`config.mk`:
```
export PLATFORM = sky130hd
export DESIGN_NAME = muldiv_unit
export DESIGN_NICKNAME = d
export VERILOG_FILES = /design/src/rtl/muldiv_unit.sv
export SDC_FILE = /design/constraint.sdc
export NUM_CORES = 1
export LEC_CHECK = 0
export BUFFER_PORTS_ARGS = -buffer_cell sky130_fd_sc_hd__buf_2
export CAP_MARGIN = 0
export CORE_MARGIN = 4
export CORE_UTILIZATION = 30
export DETAILED_ROUTE_END_ITERATION = 10
export MAX_ROUTING_LAYER = met4
export PLACE_DENSITY_LB_ADDON = 0.15
export SLEW_MARGIN = 20
export SYNTH_ARGS = -nofsm -noshare
export SYNTH_HDL_FRONTEND = slang
export SYNTH_SLANG_ARGS = --single-unit
```
`constraint.sdc`:
```
create_clock -name clk -period 4.3 [get_ports clk]
set_input_delay 0.645 -clock clk [delete_from_list [all_inputs] [get_ports clk]]
set_output_delay 0.645 -clock clk [all_outputs]
set_load 0.01 [all_outputs]
```
`src/rtl/muldiv_unit.sv`:
```
// Iterative multiply/divide unit: one bit per cycle, signed and unsigned.
// Optional macro MULDIV_ZERO_SKIP_EN: zero operands finish in one cycle.
module muldiv_unit #(
   parameter int WIDTH = 32
) (
   input  logic             clk,
   input  logic             reset,
   input  logic             start,
   input  logic             abort,
   input  logic [1:0]       op,
   input  logic [WIDTH-1:0] a,
   input  logic [WIDTH-1:0] b,
   output logic [WIDTH-1:0] hi,
   output logic [WIDTH-1:0] lo,
   output logic             ready,
   output logic             busy,
   output logic             div_zero
);

   localparam int CW = $clog2(WIDTH + 1);

   typedef enum logic [1:0] {
      S_IDLE,
      S_RUN,
      S_FIX,
      S_DONE
   } state_t;

   state_t             state_q, state_d;
   logic [1:0]         op_q, op_d;
   logic               sa_q, sa_d;
   logic               sb_q, sb_d;
   logic [WIDTH-1:0]   bmag_q, bmag_d;
   logic [WIDTH-1:0]   acc_hi_q, acc_hi_d;
   logic [WIDTH-1:0]   acc_lo_q, acc_lo_d;
   logic [CW-1:0]      cnt_q, cnt_d;
   logic [WIDTH-1:0]   hi_q, hi_d;
   logic [WIDTH-1:0]   lo_q, lo_d;
   logic               ready_q, ready_d;
   logic               busy_q, busy_d;
   logic               dz_q, dz_d;

   logic [WIDTH-1:0]   amag, bmag;
   logic [WIDTH:0]     sum, r2, diff;
   logic [2*WIDTH-1:0] prod;
   logic               neg;

   // Next-state, datapath step and sign-fixup logic
   always_comb begin
      state_d  = state_q;
      op_d     = op_q;
      sa_d     = sa_q;
      sb_d     = sb_q;
      bmag_d   = bmag_q;
      acc_hi_d = acc_hi_q;
      acc_lo_d = acc_lo_q;
      cnt_d    = cnt_q;
      hi_d     = hi_q;
      lo_d     = lo_q;
      dz_d     = dz_q;

      amag = (!op[0] && a[WIDTH-1]) ? -a : a;
      bmag = (!op[0] && b[WIDTH-1]) ? -b : b;
      sum  = {1'b0, acc_hi_q} + (acc_lo_q[0] ? {1'b0, bmag_q} : '0);
      r2   = {acc_hi_q, acc_lo_q[WIDTH-1]};
      diff = r2 - {1'b0, bmag_q};
      prod = {acc_hi_q, acc_lo_q};
      neg  = !op_q[0] && (sa_q ^ sb_q);

      unique case (state_q)
         S_IDLE: begin
            if (start) begin
               op_d     = op;
               sa_d     = a[WIDTH-1];
               sb_d     = b[WIDTH-1];
               bmag_d   = bmag;
               acc_hi_d = '0;
               acc_lo_d = amag;
               cnt_d    = '0;
               state_d  = S_RUN;
               if (op[1] && b == '0) begin
                  hi_d    = a;
                  lo_d    = '0;
                  dz_d    = 1'b1;
                  state_d = S_DONE;
               end
`ifdef MULDIV_ZERO_SKIP_EN
               else if ((!op[1] && (a == '0 || b == '0)) ||
                        (op[1] && a == '0)) begin
                  hi_d    = '0;
                  lo_d    = '0;
                  dz_d    = 1'b0;
                  state_d = S_DONE;
               end
`endif
            end
         end
         S_RUN: begin
            if (!op_q[1]) begin
               acc_hi_d = sum[WIDTH:1];
               acc_lo_d = {sum[0], acc_lo_q[WIDTH-1:1]};
            end else if (!diff[WIDTH]) begin
               acc_hi_d = diff[WIDTH-1:0];
               acc_lo_d = {acc_lo_q[WIDTH-2:0], 1'b1};
            end else begin
               acc_hi_d = r2[WIDTH-1:0];
               acc_lo_d = {acc_lo_q[WIDTH-2:0], 1'b0};
            end
            cnt_d = cnt_q + 1'b1;
            if (cnt_q == CW'(WIDTH - 1))
               state_d = S_FIX;
            if (abort)
               state_d = S_IDLE;
         end
         S_FIX: begin
            if (abort) begin
               state_d = S_IDLE;
            end else begin
               if (!op_q[1]) begin
                  {hi_d, lo_d} = neg ? -prod : prod;
               end else begin
                  lo_d = neg ? -acc_lo_q : acc_lo_q;
                  hi_d = (!op_q[0] && sa_q) ? -acc_hi_q : acc_hi_q;
               end
               dz_d    = 1'b0;
               state_d = S_DONE;
            end
         end
         S_DONE: begin
            state_d = S_IDLE;
         end
         default: state_d = S_IDLE;
      endcase

      ready_d = (state_d == S_DONE);
      busy_d  = (state_d != S_IDLE);
   end

   // State and registered outputs, synchronous active-low reset
   always_ff @(posedge clk) begin
      if (!reset) begin
         state_q  <= S_IDLE;
         op_q     <= '0;
         sa_q     <= 1'b0;
         sb_q     <= 1'b0;
         bmag_q   <= '0;
         acc_hi_q <= '0;
         acc_lo_q <= '0;
         cnt_q    <= '0;
         hi_q     <= '0;
         lo_q     <= '0;
         ready_q  <= 1'b0;
         busy_q   <= 1'b0;
         dz_q     <= 1'b0;
      end else begin
         state_q  <= state_d;
         op_q     <= op_d;
         sa_q     <= sa_d;
         sb_q     <= sb_d;
         bmag_q   <= bmag_d;
         acc_hi_q <= acc_hi_d;
         acc_lo_q <= acc_lo_d;
         cnt_q    <= cnt_d;
         hi_q     <= hi_d;
         lo_q     <= lo_d;
         ready_q  <= ready_d;
         busy_q   <= busy_d;
         dz_q     <= dz_d;
      end
   end

   assign hi       = hi_q;
   assign lo       = lo_q;
   assign ready    = ready_q;
   assign busy     = busy_q;
   assign div_zero = dz_q;

endmodule

```
* After elaboration in Yosys (flattened, before gate mapping)
Cells that the tools add are included.
** Storage, ports and cells
- Register bits after elaboration :: 175
- Input port bits :: 70
- Output and inout port bits :: 67
- Word-level logic and storage cells :: 81
** Operators by class
- Add/sub/neg operators :: 8
- Equal/unequal tests :: 8
- Multiplexer cells :: 36
- Bitwise logic cells :: 1
- Reductions and logical operators :: 15
** Operator list (number)
- $mux 32 :: 18
- $pmux 32 s2 :: 4
- $neg 32->32 :: 4
- $mux 64 :: 1
- $neg 64->64 :: 1
- $add 32x32->33 :: 1
- $sub 33x32->33 :: 1
- $logic_not 32->1 :: 1
- $pmux 6 s2 :: 1
- $mux 2 :: 5
- $pmux 2 s4 :: 1
- $add 6x1->6 const B :: 1
- $eq 2x2->1 const B :: 3
- $eq 6x5->1 const B :: 1
- $mux 6 :: 1
- $ne 2x2->1 const B :: 3
- $reduce_bool 2->1 :: 3
- $logic_and 1x1->1 :: 5
- $mux 1 :: 4
- $reduce_and 2->1 :: 2
- $reduce_and 4->1 :: 1
- $eq 2x1->1 const B :: 1
- $logic_not 1->1 :: 2
- $logic_not 2->1 :: 1
- other kinds (2) :: 2

* Logic depth before layout (Yosys ltp)
- Word-level depth :: 6
- Gate-level depth with buffers :: 14

* Worst setup path after synthesis
OpenSTA, ideal clock, no wires.
- Kind :: flip-flop to flip-flop
- Start point :: register acc_lo_q[0]
- End point :: register acc_hi_q[27]
- Setup time :: 0.092 ns
- Data arrival time :: 3.200 ns
- Data required time :: 4.208 ns
- Path slack :: 1.008 ns
- Stages on the path, launching flop included :: 14
- Path buffers :: 1
- Clock period less this slack :: 3.292 ns
- Path through :: dfxtp_1 inv_1 buf_1 nor2_1 ha_1 a21o_1 a21oi_1 o211ai_1 a2111oi_1 a2111oi_2 nor3_1 xor2_1 a31o_2 nor4_1
** Between the ends
- Longest elaborated chain between the ends :: 4
** Ends and longest elaborated chain
- start: declaration :: line 35 : logic [WIDTH-1:0] acc_lo_q, acc_lo_d;
- start signal: assignment :: line 162 : acc_lo_q <= acc_lo_d;
- $mux 32 :: line 64 : sum = {1'b0, acc_hi_q} + (acc_lo_q[0] ? {1'b0, bmag_q} : '0);
- $add 32x32->33 :: line 64
- $mux 32 :: line 99 : if (!op_q[1]) begin
- $pmux 32 s2 :: line 70 : unique case (state_q)
- end signal: assignment :: line 161 : acc_hi_q <= acc_hi_d;
- end: declaration :: line 34 : logic [WIDTH-1:0] acc_hi_q, acc_hi_d;
Every way passes these cells.
A chain may end at the register's enable or synchronous reset.

* Worst setup path in the final report
- Start point :: register acc_lo_q[0]
- End point :: register acc_hi_q[30]
Same word-level chain as after synthesis.

==> impl_metrics.env <==
export IMPL_core_um2=45600
export IMPL_via_count=14200
export IMPL_pre_cts_ws_ns=0.418
export IMPL_final_setup_worst_slack_ns=0.347
export IMPL_rrSetupSlack_ns=0.35
export IMPL_cts_resized=0
export IMPL_dieArea_um2=49900
export IMPL_syn_to_final_growth_pct=13.9
export IMPL_first_iter_violations=1264
export IMPL_drt_vias_per_instance=5.54
export IMPL_cp_max_fo=16
export IMPL_vdd_drop_max_uv=200
export IMPL_final_fill_count=4941
export IMPL_yosys_warnings=0
export IMPL_r2r_end="acc_hi_q[30]"
export IMPL_hold_violations=0
export IMPL_ys_flop_type="dfxtp_1"
export IMPL_pwr_density_cell_nw_per_um2=291
export IMPL_max_freq_ghz=0.253
export IMPL_gp_congestion=0.908
export IMPL_clock_latency_ns=0.47
export IMPL_reg2reg_from="acc_lo_q[0]"
export IMPL_cts_tree="yes"
export IMPL_cts_buffer_depth=2
export IMPL_synth_edf_count=0
export IMPL_regArea_um2=3500
export IMPL_maxCapViolCount=0
export IMPL_drcViolationCount=0
export IMPL_cts_root_buf="clkbuf_16"
export IMPL_min_to="op_q[1]"
export IMPL_tns_ns=0
export IMPL_gr_total_overflow=0
export IMPL_io_buffers=136
export IMPL_synth_seq_area_share=0.252
export IMPL_post_cts_buffers=0
export IMPL_synth_compound_area_frac=0.276
export IMPL_cts_buffers=17
export IMPL_finalCriticalPeriod_ns=3.95
export IMPL_setup_viol=0
export IMPL_worstHoldPathType="input pin to flop"
export IMPL_synth_area_per_cell_um2=7.43
export IMPL_crit_type="flop to flop"
export IMPL_synth_adder_area_share=0.0650
export IMPL_grt_pass1_vias=13300
export IMPL_timing_final_crit_share=0.919
export IMPL_postSynthCellCount=1872
export IMPL_p_leak_nw=6.36
export IMPL_worstSetupStartpointType="flop"
export IMPL_wirelength_um=53900
export IMPL_rsz0062_at_grt="false"
export IMPL_fin_nets=2097
export IMPL_grtUsageTotal=0.213
export IMPL_grt_pass1_wl_um=81000
export IMPL_outcome="finished, final reports clean"
export IMPL_yosys_register_bits=175
export IMPL_clkSinkCount=175
export IMPL_synth_top_family_by_area="compound AO/OA/AOI/OAI gates"
export IMPL_n_antenna_cell=0
export IMPL_grt_max_degree=92
export IMPL_hold_start="op[1]"
export IMPL_multi_input_area_um2=9710
export IMPL_worstPathArrival_ns=4.30
export IMPL_io_pins=137
export IMPL_start_util=0.305
export IMPL_wl_per_cell_um=21.0
export IMPL_dp_hpwl_um=42300
export IMPL_dr_pass1_iters=7
export IMPL_syn_num_nets=2013
export IMPL_layout_drive_gt1_share=0.133
export IMPL_synth_simple_area_share=0.216
export IMPL_ctsHoldBuffers=0
export IMPL_finalClockSkew_ns=0.0141
export IMPL_htree_levels=4
export IMPL_rows=78
export IMPL_cp_end_kind="flop"
export IMPL_synthArstFlopShare=0
export IMPL_whs_ns=0.439
export IMPL_synth_mux_area_frac=0.0369
export IMPL_worst_r2r_cell_count=13
export IMPL_max_slew_worst_pin_slew_ns=1.01
export IMPL_ant_nets=0
export IMPL_antenna_found_initial=0
export IMPL_clk_pin_slew_worst_paths_ns=0.08
export IMPL_final_max_slew_viol_count=0
export IMPL_max_slew_margin_rel=0.325
export IMPL_min_delay_path_depth=3
export IMPL_synthXorXnorAreaFrac=0.102
export IMPL_die_height_um=223
export IMPL_required_ns=4.64
export IMPL_synth_area_um2=13900
export IMPL_die_x_um=223
export IMPL_synth_cell_type_count=89
[cell usage in the layout, fill, tap and decap left out, drive strengths merged, types with 53 or more instances in the layout]
| master | instances |
|---|---|
| dfxtp | 175 |
| xor2 | 58 |
| a22oi | 53 |
| nand2 | 162 |
| a211oi | 61 |
| buf | 185 |
| o21ai | 121 |
| inv | 71 |
| ha | 69 |
| xnor2 | 104 |
| nor2 | 263 |
| a21oi | 168 |
[layout make-up]
type / count / area share
repair buffers: 185 / 0.0662
inverters: 63 / 0.0151
well taps: 600 / 0.0474
clock buffers: 17 / 0.0269
multi-input cells: 1514 / 0.613
flip-flops and latches: 175 / 0.221
clock inverters: 15 / 0.0103
[critical path, stage by stage (launching register included)]
cell and delay [ns]:
dfxtp_1 0.35, inv_1 0.45, nor2_1 0.12, ha_1 0.25, a211oi_1 0.24, nor2_1 0.14
o31ai_1 0.53, a2111oi_1 0.17, buf_4 0.18, o41ai_2 0.39, o21ai_1 0.30, a211o_1 0.36
a221oi_1 0.23, o31ai_1 0.11
[metal layers]
layer  vias to the layer above  wire [um]  track usage  share of wire
li1                       6967          -            -              -
met1                      6847      24700        0.278           0.46
met2                       369      25700        0.349           0.48
met3                        51       2410       0.0283          0.045
met4                         0       1220       0.0557          0.023
met5                         -          0            -              0
[stage by stage]
step           area [um^2]  utilization  power, W  std cells
3_5_place_dp         15300        0.335   0.00303       2537
5_1_grt              15800        0.348   0.00483       2569
6_report             15800        0.348   0.00461       2569
3_3_place_gp         15300        0.335   0.00303       2537
2_1_floorplan        13900            -   0.00262       1872
4_1_cts              15800        0.348   0.00465       2569
[registers in the layout (all words and copies together), names as in the netlist]
name	cells
busy	1
lo	32
cnt_q	6
div_zero	1
sa_q	1
ready	1
state_q	2
acc_lo_q	32
acc_hi_q	32
sb_q	1
bmag_q	32
op_q	2
hi	32
[how the worst max path moves through the flow]
stage           startpoint           end  slack [ns]  depth (start not counted)
6_report       acc_lo_q[0]  acc_hi_q[30]        0.35                         13
5_1_grt        acc_lo_q[0]  acc_hi_q[30]        0.02                         13
4_1_cts        acc_lo_q[0]  acc_hi_q[30]        0.39                         13
3_5_place_dp   acc_lo_q[0]  acc_hi_q[30]        0.42                         13
3_3_place_gp   acc_lo_q[0]  acc_hi_q[30]        0.54                         13
2_1_floorplan  acc_lo_q[0]  acc_hi_q[27]        1.01                         13
[logic make-up after synthesis]
| logic type | after synthesis |
|---|---|
| AO/OA/AOI/OAI | 593 |
| AND/OR/NAND/NOR | 637 |
| multiplexers | 51 |
| adder cells (fa/ha/maj) | 71 |
| XOR/XNOR | 162 |
| buffers and inverters | 183 |
| flip-flops | 175 |
[cell usage after synthesis (all sizes together), types with 5 or more instances]
| master | count | area [um^2] |
|---|---|---|
| dfxtp | 175 | 3500 |
| nor3 | 38 | 205 |
| buf | 18 | 106 |
| nor3b | 5 | 42.5 |
| clkbuf | 102 | 383 |
| xnor2 | 104 | 911 |
| a21o | 18 | 135 |
| a2111oi | 7 | 70.1 |
| nand4 | 17 | 113 |
| or4 | 12 | 93.8 |
| o211ai | 19 | 143 |
| inv | 63 | 236 |
| a22oi | 53 | 398 |
| or2 | 12 | 75.1 |
| xor2 | 58 | 508 |
| o22ai | 16 | 100 |
| a311oi | 8 | 70.1 |
| o21bai | 6 | 45.0 |
| mux2i | 49 | 490 |
| o31ai | 22 | 170 |
| a21oi | 168 | 841 |
| a221oi | 12 | 111 |
| and3 | 5 | 31.3 |
| nor2b | 12 | 75.1 |
| nand2b | 15 | 93.8 |
| o21a | 14 | 105 |
| nor2 | 263 | 995 |
| or3 | 22 | 138 |
| a211oi | 61 | 458 |
| nand2 | 162 | 608 |
| nor4 | 24 | 208 |
| o41ai | 15 | 139 |
| ha | 69 | 863 |
| a31oi | 20 | 138 |
| nand3 | 29 | 145 |
| and2 | 7 | 43.8 |
| o21ai | 121 | 613 |
[where the power goes]
group | internal (W) | switching (W)
Combinational | 0.000447 | 0.000784
Clock | 0.000780 | 0.000827
Sequential | 0.00168 | 0.0000847
Power figures use the tool's default switching activity.
